<file path="src/rtl/alu_acc_sequencer_if.sv">
// Command, ALU and result bundle between a command source, the combinational ALU and alu_acc_sequencer.
// The slave modport is the sequencer's view; the master modport is the surrounding datapath's view.
interface alu_acc_sequencer_if;
    logic        cmd_valid;
    logic        cmd_ready;
    logic [3:0]  cmd_opcode;
    logic [31:0] cmd_operand;
    logic [31:0] alu_input1;
    logic [31:0] alu_input2;
    logic [3:0]  alu_opcode;
    logic [63:0] alu_output1;
    logic [1:0]  alu_error;
    logic [31:0] acc;
    logic [31:0] acc_hi;
    logic        done;
    logic [1:0]  resp_error;
    logic [1:0]  err_sticky;

    modport master (
        output cmd_valid, cmd_opcode, cmd_operand, alu_output1, alu_error,
        input  cmd_ready, alu_input1, alu_input2, alu_opcode,
               acc, acc_hi, done, resp_error, err_sticky
    );

    modport slave (
        input  cmd_valid, cmd_opcode, cmd_operand, alu_output1, alu_error,
        output cmd_ready, alu_input1, alu_input2, alu_opcode,
               acc, acc_hi, done, resp_error, err_sticky
    );
endinterface

</file>
<file path="src/rtl/alu_acc_sequencer.sv">
// Command front-end and accumulator around the combinational ALU: acc <= acc OP operand after a settle delay.
// Optional macro ALU_ACC_SAT_EN: overflow saturates acc instead of capturing the wrapped result.
module alu_acc_sequencer #(
    parameter int unsigned SETTLE_CYCLES = 1
) (
    input  logic               clk,
    input  logic               rst,
    alu_acc_sequencer_if.slave bus
);
    localparam logic [0:0] ST_IDLE  = 1'b0;
    localparam logic [0:0] ST_EXEC  = 1'b1;
    localparam logic [3:0] OP_LAST  = 4'b1011;
    localparam logic [3:0] OP_NOOP  = 4'b1001;
    localparam logic [3:0] OP_LOAD  = 4'b1100;
    localparam logic [3:0] OP_CLEAR = 4'b1101;
    localparam logic [3:0] CNT_INIT = 4'(SETTLE_CYCLES - 1);

    logic [0:0]  state_reg, state_next;
    logic [3:0]  cnt_reg, cnt_next;
    logic [3:0]  cmd_reg, cmd_next;
    logic [31:0] alu_input1_reg, alu_input1_next;
    logic [31:0] alu_input2_reg, alu_input2_next;
    logic [3:0]  alu_opcode_reg, alu_opcode_next;
    logic [31:0] acc_reg, acc_next;
    logic [31:0] acc_hi_reg, acc_hi_next;
    logic        done_reg, done_next;
    logic [1:0]  resp_error_reg, resp_error_next;
    logic [1:0]  err_sticky_reg, err_sticky_next;

    logic        accept;
    logic        capture;
    logic [1:0]  cap_error;

    assign bus.cmd_ready  = (state_reg == ST_IDLE);
    assign accept         = bus.cmd_ready && bus.cmd_valid;
    assign capture        = (state_reg == ST_EXEC) && (cnt_reg == 4'd0);

    assign bus.alu_input1 = alu_input1_reg;
    assign bus.alu_input2 = alu_input2_reg;
    assign bus.alu_opcode = alu_opcode_reg;
    assign bus.acc        = acc_reg;
    assign bus.acc_hi     = acc_hi_reg;
    assign bus.done       = done_reg;
    assign bus.resp_error = resp_error_reg;
    assign bus.err_sticky = err_sticky_reg;

    always_comb begin
        state_next      = state_reg;
        cnt_next        = cnt_reg;
        cmd_next        = cmd_reg;
        alu_input1_next = alu_input1_reg;
        alu_input2_next = alu_input2_reg;
        alu_opcode_next = alu_opcode_reg;
        acc_next        = acc_reg;
        acc_hi_next     = acc_hi_reg;
        done_next       = 1'b0;
        resp_error_next = resp_error_reg;
        err_sticky_next = err_sticky_reg;
        cap_error       = 2'b00;

        if (accept) begin
            state_next      = ST_EXEC;
            cnt_next        = CNT_INIT;
            cmd_next        = bus.cmd_opcode;
            alu_input1_next = bus.cmd_operand;
            alu_input2_next = acc_reg;
            // LOAD/CLEAR/illegal park the ALU on NOOP; the sequencer handles them itself
            alu_opcode_next = (bus.cmd_opcode <= OP_LAST) ? bus.cmd_opcode : OP_NOOP;
        end else if (state_reg == ST_EXEC && !capture) begin
            cnt_next = cnt_reg - 4'd1;
        end

        if (capture) begin
            state_next = ST_IDLE;
            done_next  = 1'b1;
            if (cmd_reg <= OP_LAST) begin
                case (bus.alu_error)
                    2'b00: begin
                        acc_next    = bus.alu_output1[31:0];
                        acc_hi_next = bus.alu_output1[63:32];
                    end
                    2'b01: begin
`ifdef ALU_ACC_SAT_EN
                        // acc is untouched during EXEC, so it still holds the pre-op value
                        acc_next    = acc_reg[31] ? 32'h8000_0000 : 32'h7FFF_FFFF;
                        acc_hi_next = 32'd0;
`else
                        acc_next    = bus.alu_output1[31:0];
                        acc_hi_next = bus.alu_output1[63:32];
`endif
                    end
                    default: ;
                endcase
                cap_error = bus.alu_error;
            end else if (cmd_reg == OP_LOAD) begin
                acc_next    = alu_input1_reg;
                acc_hi_next = 32'd0;
            end else if (cmd_reg == OP_CLEAR) begin
                acc_next    = 32'd0;
                acc_hi_next = 32'd0;
            end else begin
                cap_error = 2'b11;
            end

            resp_error_next = cap_error;
            err_sticky_next = (cmd_reg == OP_CLEAR) ? 2'b00 : (err_sticky_reg | cap_error);
        end
    end

    always_ff @(posedge clk) begin
        if (rst) begin
            state_reg      <= ST_IDLE;
            cnt_reg        <= 4'd0;
            cmd_reg        <= OP_NOOP;
            alu_input1_reg <= 32'd0;
            alu_input2_reg <= 32'd0;
            alu_opcode_reg <= OP_NOOP;
            acc_reg        <= 32'd0;
            acc_hi_reg     <= 32'd0;
            done_reg       <= 1'b0;
            resp_error_reg <= 2'b00;
            err_sticky_reg <= 2'b00;
        end else begin
            state_reg      <= state_next;
            cnt_reg        <= cnt_next;
            cmd_reg        <= cmd_next;
            alu_input1_reg <= alu_input1_next;
            alu_input2_reg <= alu_input2_next;
            alu_opcode_reg <= alu_opcode_next;
            acc_reg        <= acc_next;
            acc_hi_reg     <= acc_hi_next;
            done_reg       <= done_next;
            resp_error_reg <= resp_error_next;
            err_sticky_reg <= err_sticky_next;
        end
    end
endmodule

</file>
<file path="src/flat_wrapper.sv">
// flat-port wrapper written by rule: the top's interface ports become plain ports
module alu_acc_sequencer_flat 
#(
    parameter int unsigned SETTLE_CYCLES = 1
)
  (clk, rst, bus_cmd_valid, bus_cmd_opcode, bus_cmd_operand, bus_alu_output1, bus_alu_error, bus_cmd_ready, bus_alu_input1, bus_alu_input2, bus_alu_opcode, bus_acc, bus_acc_hi, bus_done, bus_resp_error, bus_err_sticky);
  alu_acc_sequencer_if bus_i ();
  input  logic clk;
  input  logic rst;
  input wire logic [$bits(bus_i.cmd_valid)-1:0] bus_cmd_valid;
  input wire logic [$bits(bus_i.cmd_opcode)-1:0] bus_cmd_opcode;
  input wire logic [$bits(bus_i.cmd_operand)-1:0] bus_cmd_operand;
  input wire logic [$bits(bus_i.alu_output1)-1:0] bus_alu_output1;
  input wire logic [$bits(bus_i.alu_error)-1:0] bus_alu_error;
  output wire logic [$bits(bus_i.cmd_ready)-1:0] bus_cmd_ready;
  output wire logic [$bits(bus_i.alu_input1)-1:0] bus_alu_input1;
  output wire logic [$bits(bus_i.alu_input2)-1:0] bus_alu_input2;
  output wire logic [$bits(bus_i.alu_opcode)-1:0] bus_alu_opcode;
  output wire logic [$bits(bus_i.acc)-1:0] bus_acc;
  output wire logic [$bits(bus_i.acc_hi)-1:0] bus_acc_hi;
  output wire logic [$bits(bus_i.done)-1:0] bus_done;
  output wire logic [$bits(bus_i.resp_error)-1:0] bus_resp_error;
  output wire logic [$bits(bus_i.err_sticky)-1:0] bus_err_sticky;
  assign bus_i.cmd_valid = bus_cmd_valid;
  assign bus_i.cmd_opcode = bus_cmd_opcode;
  assign bus_i.cmd_operand = bus_cmd_operand;
  assign bus_i.alu_output1 = bus_alu_output1;
  assign bus_i.alu_error = bus_alu_error;
  assign bus_cmd_ready = bus_i.cmd_ready;
  assign bus_alu_input1 = bus_i.alu_input1;
  assign bus_alu_input2 = bus_i.alu_input2;
  assign bus_alu_opcode = bus_i.alu_opcode;
  assign bus_acc = bus_i.acc;
  assign bus_acc_hi = bus_i.acc_hi;
  assign bus_done = bus_i.done;
  assign bus_resp_error = bus_i.resp_error;
  assign bus_err_sticky = bus_i.err_sticky;
  alu_acc_sequencer #(.SETTLE_CYCLES(SETTLE_CYCLES)) u_core (.clk(clk), .rst(rst), .bus(bus_i));
endmodule
</file>
<file path="config.mk">
export PLATFORM = sky130hd
export DESIGN_NAME = alu_acc_sequencer_flat
export DESIGN_NICKNAME = d
export VERILOG_FILES = /design/src/rtl/alu_acc_sequencer_if.sv /design/src/rtl/alu_acc_sequencer.sv /design/src/flat_wrapper.sv
export SDC_FILE = /design/constraint.sdc
export NUM_CORES = 1
export LEC_CHECK = 0
export BUFFER_PORTS_ARGS = -buffer_cell sky130_fd_sc_hd__buf_2
export CORE_MARGIN = 10
export CORE_UTILIZATION = 30
export CTS_CLUSTER_DIAMETER = 30
export DETAILED_ROUTE_END_ITERATION = 6
export GPL_ROUTABILITY_DRIVEN = 0
export GPL_TIMING_DRIVEN = 0
export SETUP_SLACK_MARGIN = 0.1
export SYNTH_ARGS = -nofsm -noshare
export SYNTH_HDL_FRONTEND = slang
export SYNTH_SLANG_ARGS = --single-unit
</file>
<file path="constraint.sdc">
create_clock -name clk -period 2.9 [get_ports clk]
set_input_delay 0.58 -clock clk [delete_from_list [all_inputs] [get_ports clk]]
set_output_delay 0.58 -clock clk [all_outputs]
set_load 0.03 [all_outputs]
</file>
==> impl_results.md, run 1 <==
* Status: finished, final reports clean
* Seq cells post-synth at 146
* Initial antenna violation count at 3
* Final nets at 1044
* Die Area at 0.0254 mm^2
* Global route hottest layer: met2
* TritonCTS buffer count at 17
* Worst-margin pin slew at 757 ps
* IO Port Bufs at around 240
* Crit path required time at 3180 ps
* Final setup fails at 0
* Clock skew at just under 7 ps
* Setup TNS at 0 ps
* Number of instances in the placed design at 1178
* Worst-path clk slew at 70 ps
* Fill count at ~2000
* R2R cell count at 7
* Worst Setup Start Kind: flop
* Post-synthesis sequential area ratio at ~50%
* Synth top area cells: dfxtp_1 (50%), a21oi_1 (9.3%), nand2_1 (9.3%)
* Gates resized, CTS repair at 0
* Met1 Usage GRT at 21.9%
* Iter 0 DRT Violations at 322
* Global-route wire length before repair at 35700 um
* Fin cells at roughly 1200
* Synth top area share at approximately 50%
* GR Util All Layers at 17.8%
* Post-synth EDFFs at 0
* Post-Synthesis Net Count at 783
* Number of I/O pins at 243
* Drt first pass iters at 5
* Maximum level of the CTS H-tree at 4
* Detail Placement HPWL at 17800 um
* Max clock buf depth at 2
* Core area at 0.0189 mm^2
* Starting Density at 30.9%
* Reg2Reg Capture Point: u_core.bus.acc[28]$_SDFFE_PP0P_
* Leak at 3.47 nW
* Vias in the first global route at 5882
* CTS Hold Bufs at 0
* Fmax at 0.560 GHz
* Clk_lat worst skew at 420 ps
* Minimum clock period at 1790 ps
* Peak supply drop at between 300 and 400 uV
* Combinational family with the most area after synthesis: compound AO/OA/AOI/OAI gates
* Syn Inst Count at 676
* Mean Syn Cell Area at 8.63 um^2
* CTS sink count at 146
* Fin crit share at about three fifths
* Met3 Usage GRT at approximately 5.4%
* Wire per inst at 19.4 um
* Max Cap Viol at 0
* Routed Antenna Nets at 0
* Vias per Instance at ~5.0
* Ys async rst share at 0%
* Synthesis-to-finish area growth at 37.0%
* Mapped cell area at between 0.005 and 0.006 mm^2
* Setup CP Type: flop to flop
* Met2 GRT Util at 29.1%
* Crit path capture type: flop
* Die height at 159 um
* Worst Path Arrival at 2070 ps
* R2R setup slack at about 1100 ps
* Compound-Gate Fraction of Synth Area at 26.6%
* Final wirelength at 23500 um
* Synth Flop Type: dfxtp_1
* Chip width at roughly 160 um
* CTS tree: done
* Unrepaired setup endpoints after global routing: no
* Post-CTS setup buffer count at 0
* Power per cell area at 667 mW/mm^2
* Critical R2R Launch: u_core.cnt_reg[0]$_SDFFE_PP0P_
* CP max FO at 10
* Row count at 50
* Worst min-delay path startpoint: bus_cmd_operand[3]
* XOR/XNOR share of the synthesized area at 0.150%
* Share of cells above drive strength 1 at 34.9%
* Pwr Total at 5.33 mW
* Yosys top cell by area: dfxtp_1
* Root buf cell: clkbuf_16
* Final slew viol count at 0
* Largest net degree at the start of global routing at 17
* CP Launch Point: u_core.cnt_reg[0]$_SDFFE_PP0P_
* Cell variety after synth at 39
* HP Class: input pin to flop
* Rel. slew slack at 49.6%
* Yosys warnings at 0
* CP endpoint: u_core.bus.acc[28]$_SDFFE_PP0P_
* Simple-Gate Fraction of Synth Area at 15.5%
* Multiplexer share of the synthesized area at 0%
* Residual DRC at 0
* Via count at 6012
* Adder-Cell Fraction of Synth Area at 0.429%
* Hold Vio Cnt, Final at 0
* Grt ovf at 0
-- synthesized netlist by cell type (all sizes together) (2+ instances only) --
library cell and n:
a21oi 108, a21bo 2, a31oi 32, nand2 144, ha 2, a311oi 2, a211oi 32, nor3 2
and4bb 2, buf 53, nand3 4, nor2 5, o31ai 32, o21ai 3, dfxtp 146, nand4 32
clkbuf 24, o21a 2, a22oi 32, inv 4
-- cell type report --
class / instances / area (um^2) / share of cell area, %
sequential: 146 / 2920 / 36.6
multi-input combinational: 449 / 2490 / 31.2
timing repair buffer: 242 / 1210 / 15.2
clock buffer: 18 / 439 / 5.49
buffer: 77 / 402 / 5.02
tap: 260 / 325 / 4.07
clock inverter: 14 / 178 / 2.22
inverter: 4 / 15.0 / 0.188
antenna: 3 / 7.51 / 0.0939
-- layout by cell type, fill, tap and decap left out, types with 2 or more instances in the layout --
master,Yosys,routed
ha_1,2,2
a21oi_1,108,108
buf_4,14,14
clkinv_4,0,4
nor2_1,5,5
nand3_1,4,4
o21ai_0,3,3
buf_2,36,278
a211oi_1,32,32
buf_6,2,2
diode_2,0,3
a31oi_1,32,32
clkbuf_1,24,24
nand2_1,144,144
clkbuf_16,0,17
dfxtp_1,146,146
o31ai_1,32,32
bufinv_16,0,3
o21a_1,2,2
inv_1,4,4
inv_6,0,4
clkinv_2,0,2
nand4_1,32,32
a21bo_2,2,2
a22oi_1,32,32
-- stage by stage --
stage / area, um^2 / setup slack, ps / util [%] / hold WS (ps)
after detailed placement: 7370 / 844 / 39.0 / 440
after CTS: 7990 / 1110 / 42.3 / 368
after global placement: 7370 / 854 / 39.0 / 431
final: 7990 / 1110 / 42.3 / 385
after global routing: 7990 / 956 / 42.3 / 380
after floorplan: 5830 / 1380 / - / 446
-- metal layers --
layer | vias up | routed length, um
li1 | 2985 | -
met1 | 2827 | 10400
met2 | 178 | 11500
met3 | 22 | 1380
met4 | 0 | 295
met5 | - | 0
-- worst min path at each step --
stage / endpoint / slack, ps / cells after the start
after floorplan: u_core.cmd_reg[0]$_SDFFE_PP1P_ / 450 / 2
after global placement: u_core.bus.alu_opcode[3]$_SDFFE_PP1P_ / 430 / 2
after detailed placement: u_core.bus.alu_opcode[3]$_SDFFE_PP1P_ / 440 / 2
after CTS: u_core.bus.alu_input1[26]$_SDFFE_PP0P_ / 370 / 3
after global routing: u_core.bus.alu_input1[30]$_SDFFE_PP0P_ / 380 / 3
final: u_core.bus.alu_input1[3]$_SDFFE_PP0P_ / 390 / 3
-- report_power, final --
group          internal, mW  switching, mW
Combinational         0.265          0.566
Sequential             2.11         0.0676
Clock                  1.39          0.936
-- critical path, cell delays in order, from the launching register on --
cell and delay [ps]:
dfxtp_1 300, inv_1 110, ha_1 190, nand4bb_1 90, buf_2 200, nor3_4 350, buf_4 280, a211oi_1 100
-- cells by family after synthesis --
group | count (synthesis)
flops | 146
compound gates | 247
xor+xnor | 1
fa+ha+maj | 2
simple gates | 199
buf+inv | 81
(Power assumes the default switching activity.)
==> run 2: changes to the inputs <==
- ABC_AREA: default -> 1
- clock period: 2.9 -> 1.5 ns (I/O delays scaled with it)
==> impl_results.md, run 2 <==
* Status: finished, final reports clean
* Number of I/O pins at 243
* HP Class: input pin to flop
* Final slew viol count at 0
* Worst Setup Start Kind: flop
* Worst Path Arrival at around 1800 ps
* Hold Vio Cnt, Final at 0
* Final nets at 1229
* Clock skew at 7.70 ps
* CTS sink count at 146
* Peak supply drop at 761 uV
* Core area at 0.0195 mm^2
* Synth top area cells: dfxtp_1 (49%), nand2_1 (11%), o21ai_0 (11%)
* Placed Area at 0.00752 mm^2
* Clk_lat worst skew at 420 ps
* Minimum clock period at 1470 ps
* Iter 0 DRT Violations at 381
* Routed Antenna Nets at 0
* Initial antenna violation count at 6
* Fmax at between 0.6 and 0.7 GHz
* Max clock buf depth at 2
* Post-synth EDFFs at 0
* Worst slack at placement at -390 ps
* Seq. cell area at 0.00293 mm^2
* Setup WS post-layout at 30.2 ps
* CTS tree: done
* Top cells by count, synth: nand2_1 (183), nor2_1 (157), dfxtp_1 (146), o21ai_0 (127), inv_1 (79)
* CP max FO at 10
* Post-synthesis sequential area ratio at 48.9%
* Fin crit share at 98.0%
* Share of cells above drive strength 1 at 33.0%
* Most numerous cell in the Yosys netlist: nand2_1
* Mapped cell area at 0.00598 mm^2
* Fill count at ~2100
* Via count at 6291
* Vias in the first global route at 6344
* Final setup fails at 0
* Wire per inst at 17.0 um
* Ys async rst share at 0%
* Maximum level of the CTS H-tree at 4
* Worst-path clk slew at 60 ps
* Multi-input logic area at around 0.0026 mm^2
* Synth top area share at 48.9%
* Post-Synthesis Net Count at 957
* Final wirelength at 23900 um
* Largest net degree at the start of global routing at 17
* Synth Flop Type: dfxtp_1
* Unrepaired setup endpoints after global routing: yes
* Rel. slew slack at 61.7%
* Residual DRC at 0
* Synthesis-to-finish area growth at 41.9%
* Cell variety after synth at 23
* Die height at 161 um
* Grt ovf at 0
* Global-route wire length before repair at 36000 um
* Vias per Instance at 4.48
* Power per cell area at around 1200 mW/mm^2
* Seq cells post-synth at 146
* Yosys warnings at 0
* Crit path required time at 1810 ps
* Starting Density at 30.6%
* Chip width at 161 um
* TritonCTS buffer count at 17
* IO Port Bufs at 241
* Mean Syn Cell Area at 7.03 um^2
* CTS Hold Bufs at 0
* Worst hold margin at 101 ps
* Root buf cell: clkbuf_16
* Row count at 51
* Pwr Total at 10.6 mW
* Drt first pass iters at 6
* Setup TNS at 0 ps
* Leak at approximately 4.2 nW
* Detail Placement HPWL at 18000 um
* Max Cap Viol at 0
* Syn Inst Count at 850
* Worst-margin pin slew at 574 ps
* Commonest non-fill, non-tap cells in the layout: buf_2 (249), nand2_1 (177), dfxtp_1 (140)
* Die Area at roughly 0.026 mm^2
* Setup CP Type: flop to flop
* GR Util All Layers at roughly 18%
* Crit path capture type: flop
* Commonest non-fill, non-tap cell in the layout: buf_2
* Yosys top cell by area: dfxtp_1
* Post-route cell area at 0.00848 mm^2
[run 2: kinds of logic (layout without fill, tap and decap cells)]
| group | after synthesis | after routing | synth area share, % |
|---|---|---|---|
| AOI/OAI and AO/OA | 199 | 199 | 16.7 |
| adders and majority gates | 2 | 2 | 0.419 |
| xor gates and xnor gates | 1 | 1 | 0.147 |
| DFF | 146 | 146 | 48.9 |
| buffers and inverters | 139 | 424 | 10.1 |
| and+or+nand+nor | 363 | 363 | 23.7 |
| other | 0 | 4 | 0 |
[run 2: where the power goes]
group / internal (mW) / switching, mW
clock: 2.55 / 1.74
combinational: 0.626 / 1.36
sequential: 4.15 / 0.141
[run 2: worst max-delay path, cell delays in order, from the launching register on]
cell and delay, ps:
dfxtp_2 320, inv_2 80, ha_4 150, nand3_4 100, buf_4 160, inv_4 60
nand2_4 60, buf_8 130, buf_8 150, nor2_4 100, nor2_1 50
[run 2: final cells by class]
| class | instances | share of cell area (%) |
|---|---|---|
| repair buffers | 254 | 16.0 |
| diodes | 4 | 0.118 |
| plain buffers | 54 | 4.37 |
| clock buffers | 21 | 5.43 |
| multi-input cells | 565 | 30.3 |
| inverters | 84 | 3.78 |
| clock inverters | 11 | 1.52 |
| well taps | 265 | 3.91 |
| flip-flops and latches | 146 | 34.6 |
[run 2: stage by stage]
step,std cells,util (%)
floorplan,850,-
global placement,1356,38.5
detailed placement,1356,38.5
CTS,1396,42.5
global route,1401,43.4
finish,1404,43.4
[run 2: path summary, 6_finish.rpt]
| kind | slack, ps | cells after the start | end | start |
|---|---|---|---|---|
| max | 30 | 10 | u_core.bus.acc[0]$_SDFFE_PP0P_ | u_core.cnt_reg[1]$_SDFFE_PP0P_ |
| min | 100 | 3 | u_core.cmd_reg[0]$_SDFFE_PP1P_ | bus_cmd_opcode[0] |
| max reg2reg | 30 | 10 | u_core.bus.acc[0]$_SDFFE_PP0P_ | u_core.cnt_reg[1]$_SDFFE_PP0P_ |
| min reg2reg | 460 | 2 | u_core.bus.alu_input1[11]$_SDFFE_PP0P_ | u_core.bus.alu_input1[11]$_SDFFE_PP0P_ |
[run 2: timing repair]
| action | in CTS | in global routing |
|---|---|---|
| endpoints found under the hold margin | 0 | 0 |
| cloned | 2 | 0 |
| setup endpoints to repair | 140 | 116 |
| gates resized for setup | 47 | 84 |
| pin swaps | 4 | 0 |
| setup buffers | 7 | 4 |
[run 2: per-layer routing]
metal	global-route usage [%]	part of all wire, %	vias up	wire (um)
met3	7.91	9.2	26	2190
met5	0	0.18	-	44
met1	21.3	44	2820	10500
met4	4.47	1.3	6	306
met2	28.4	46	223	10900
li1	-	-	3216	-
==> run 3: changes to the inputs <==
--- a/config.mk
+++ b/config.mk
@@ -19 +19,2 @@
 export SYNTH_SLANG_ARGS = --single-unit
+export TNS_END_PERCENT = 30
--- a/constraint.sdc
+++ b/constraint.sdc
@@ -3,2 +3,2 @@
 set_output_delay 0.3 -clock clk [all_outputs]
-set_load 0.03 [all_outputs]
+set_load 0.1 [all_outputs]
==> impl_results.md, run 3 (synthesis gave the netlist of run 2 again) <==
* Via count at 6555
* CTS sink count at approximately 150
* Core area at slightly below 0.02 mm^2
* Status: finished, violations left
* Gate power share at 30.1%
* Worst slack at placement at -296 ps
* Rel. slew slack at 51.6%
* Final slew viol count at 0
* Global-route wire length before repair at approximately 38000 um
* Crit path capture type: flop
* Residual DRC at 0
* Max Cap Viol at 0
* CP max FO at 5
* CTS Hold Bufs at 0
* Worst Path Arrival at 1840 ps
* Crit path required time at roughly 1800 ps
* Worst-margin pin slew at 727 ps
* Worst-path clk slew at 60 ps
* Part of the power in registers at 34.5%
* Starting Density at a little under a third
* Sw Share at roughly 37%
* HP Class: input pin to flop
* Wire per inst at 17.9 um
* Hold Path Stages at 3
* Maximum level of the CTS H-tree at 4
* Iter 0 DRT Violations at 365
* Die height at 161 um
* Share of cells above drive strength 1 at 37.0%
* R2R cell count at 11
* Commonest non-fill, non-tap cells in the layout: nand2_1 (175), dfxtp_1 (138), nor2_1 (133)
* Clock skew at 7.96 ps
* Grt ovf at 0
* GR Util All Layers at between 10% and 20%
* TritonCTS buffer count at 17
* Clk_lat worst skew at 420 ps
* Fmax at 0.655 GHz
* Final setup fails at 10
* Detail Placement HPWL at ~18000 um
* CTS tree: done
* Synthesis-to-finish area growth at 60.9%
* Number of I/O pins at around 240
* Final nets at ~1200
* Vias per Instance at 4.63
* Power per cell area at roughly 1300 mW/mm^2
* Chip width at approximately 160 um
* Setup WS post-layout at -26.9 ps
* Peak supply drop at 805 uV
* Setup CP Type: flop to flop
* Die Area at 0.0260 mm^2
* Row count at 51
* Minimum clock period at about 1500 ps
* Leak at 4.53 nW
* Initial antenna violation count at 5
* Final wirelength at 25300 um
* Drt first pass iters at 5
* Max clock buf depth at 2
* Worst Setup Start Kind: flop
* Root buf cell: clkbuf_16
* Routed Antenna Nets at 0
* Commonest non-fill, non-tap cell in the layout: nand2_1
* Clock share of power at 35.4%
* Failing checks: setup timing
* Fin crit share at 102%
* Vias in the first global route at about 6700
* Unrepaired setup endpoints after global routing: yes
* Int Pwr at 7.86 mW
* IO Port Bufs at 241
* Hold Vio Cnt, Final at 0
* Pwr Total at 12.6 mW
* Psw at 4.70 mW
* Largest net degree at the start of global routing at 17
-- run 3: worst max-delay path, cell delays in order (launching register included) --
cell and delay, ps:
dfxtp_2 320, inv_2 80, ha_4 150, nand3_4 90, buf_12 140, nor2_4 140, buf_12 150, buf_6 100
buf_8 110, nand2_1 50, nand2_1 50, nor2_1 40
-- run 3: area by class of cell --
cell class,count,area [um^2]
Clock inverter,9,130
Tap cell,265,332
Timing Repair Buffer,270,2210
Sequential cell,146,2940
Inverter,84,325
Multi-Input combinational cell,565,2800
Buffer,53,410
Antenna cell,1,2.50
Clock buffer,22,474
Fill cell,1957,9910
-- run 3: final timing paths --
check / startpoint / endpoint / slack (ps)
max: u_core.cnt_reg[0]$_SDFFE_PP0P_ / u_core.bus.acc_hi[4]$_SDFFE_PP0P_ / -30
min: bus_cmd_opcode[0] / u_core.cmd_reg[0]$_SDFFE_PP1P_ / 110
max reg2reg: u_core.cnt_reg[0]$_SDFFE_PP0P_ / u_core.bus.acc_hi[4]$_SDFFE_PP0P_ / -30
min reg2reg: u_core.bus.alu_input1[24]$_SDFFE_PP0P_ / u_core.bus.alu_input1[24]$_SDFFE_PP0P_ / 470
-- run 3: per-stage QoR --
stage          hold WS [ps]  area [um^2]  utilization [%]  TNS (ps)  instances
2_1_floorplan           401         5980                -         0        850
3_3_place_gp            440         7520             38.5    -21290       1356
3_5_place_dp            447         7520             38.5    -21280       1356
4_1_cts                85.5         9120             46.7      -186       1410
5_1_grt                 100         9620             49.3     -1820       1415
6_report                106         9620             49.3      -180       1415
-- run 3: metal layers --
metal,wire (um),track usage [%]
met3,2500,7.98
met2,11800,30.6
met5,34,0
met4,338,4.63
met1,10600,22.0
-- run 3: power groups by stage --
| stage | logic (mW) | registers (mW) | clock network, mW |
|---|---|---|---|
| 6_report | 3.78 | 4.33 | 4.44 |
| 5_1_grt | 3.97 | 4.36 | 4.69 |
| 4_1_cts | 3.62 | 4.31 | 4.50 |
| 3_5_place_dp | 3.25 | 4.37 | 0 |
| 3_3_place_gp | 3.25 | 4.35 | 0 |
| 2_1_floorplan | 0.692 | 6.20 | 0 |
-- run 3: timing repair --
| action | 4_1_cts | 5_1_grt |
|---|---|---|
| buffers inserted | 18 | 2 |
| pin swaps | 39 | 64 |
| resized for setup | 288 | 139 |
| cloned | 5 | 4 |
| endpoints found under the setup margin | 282 | 146 |
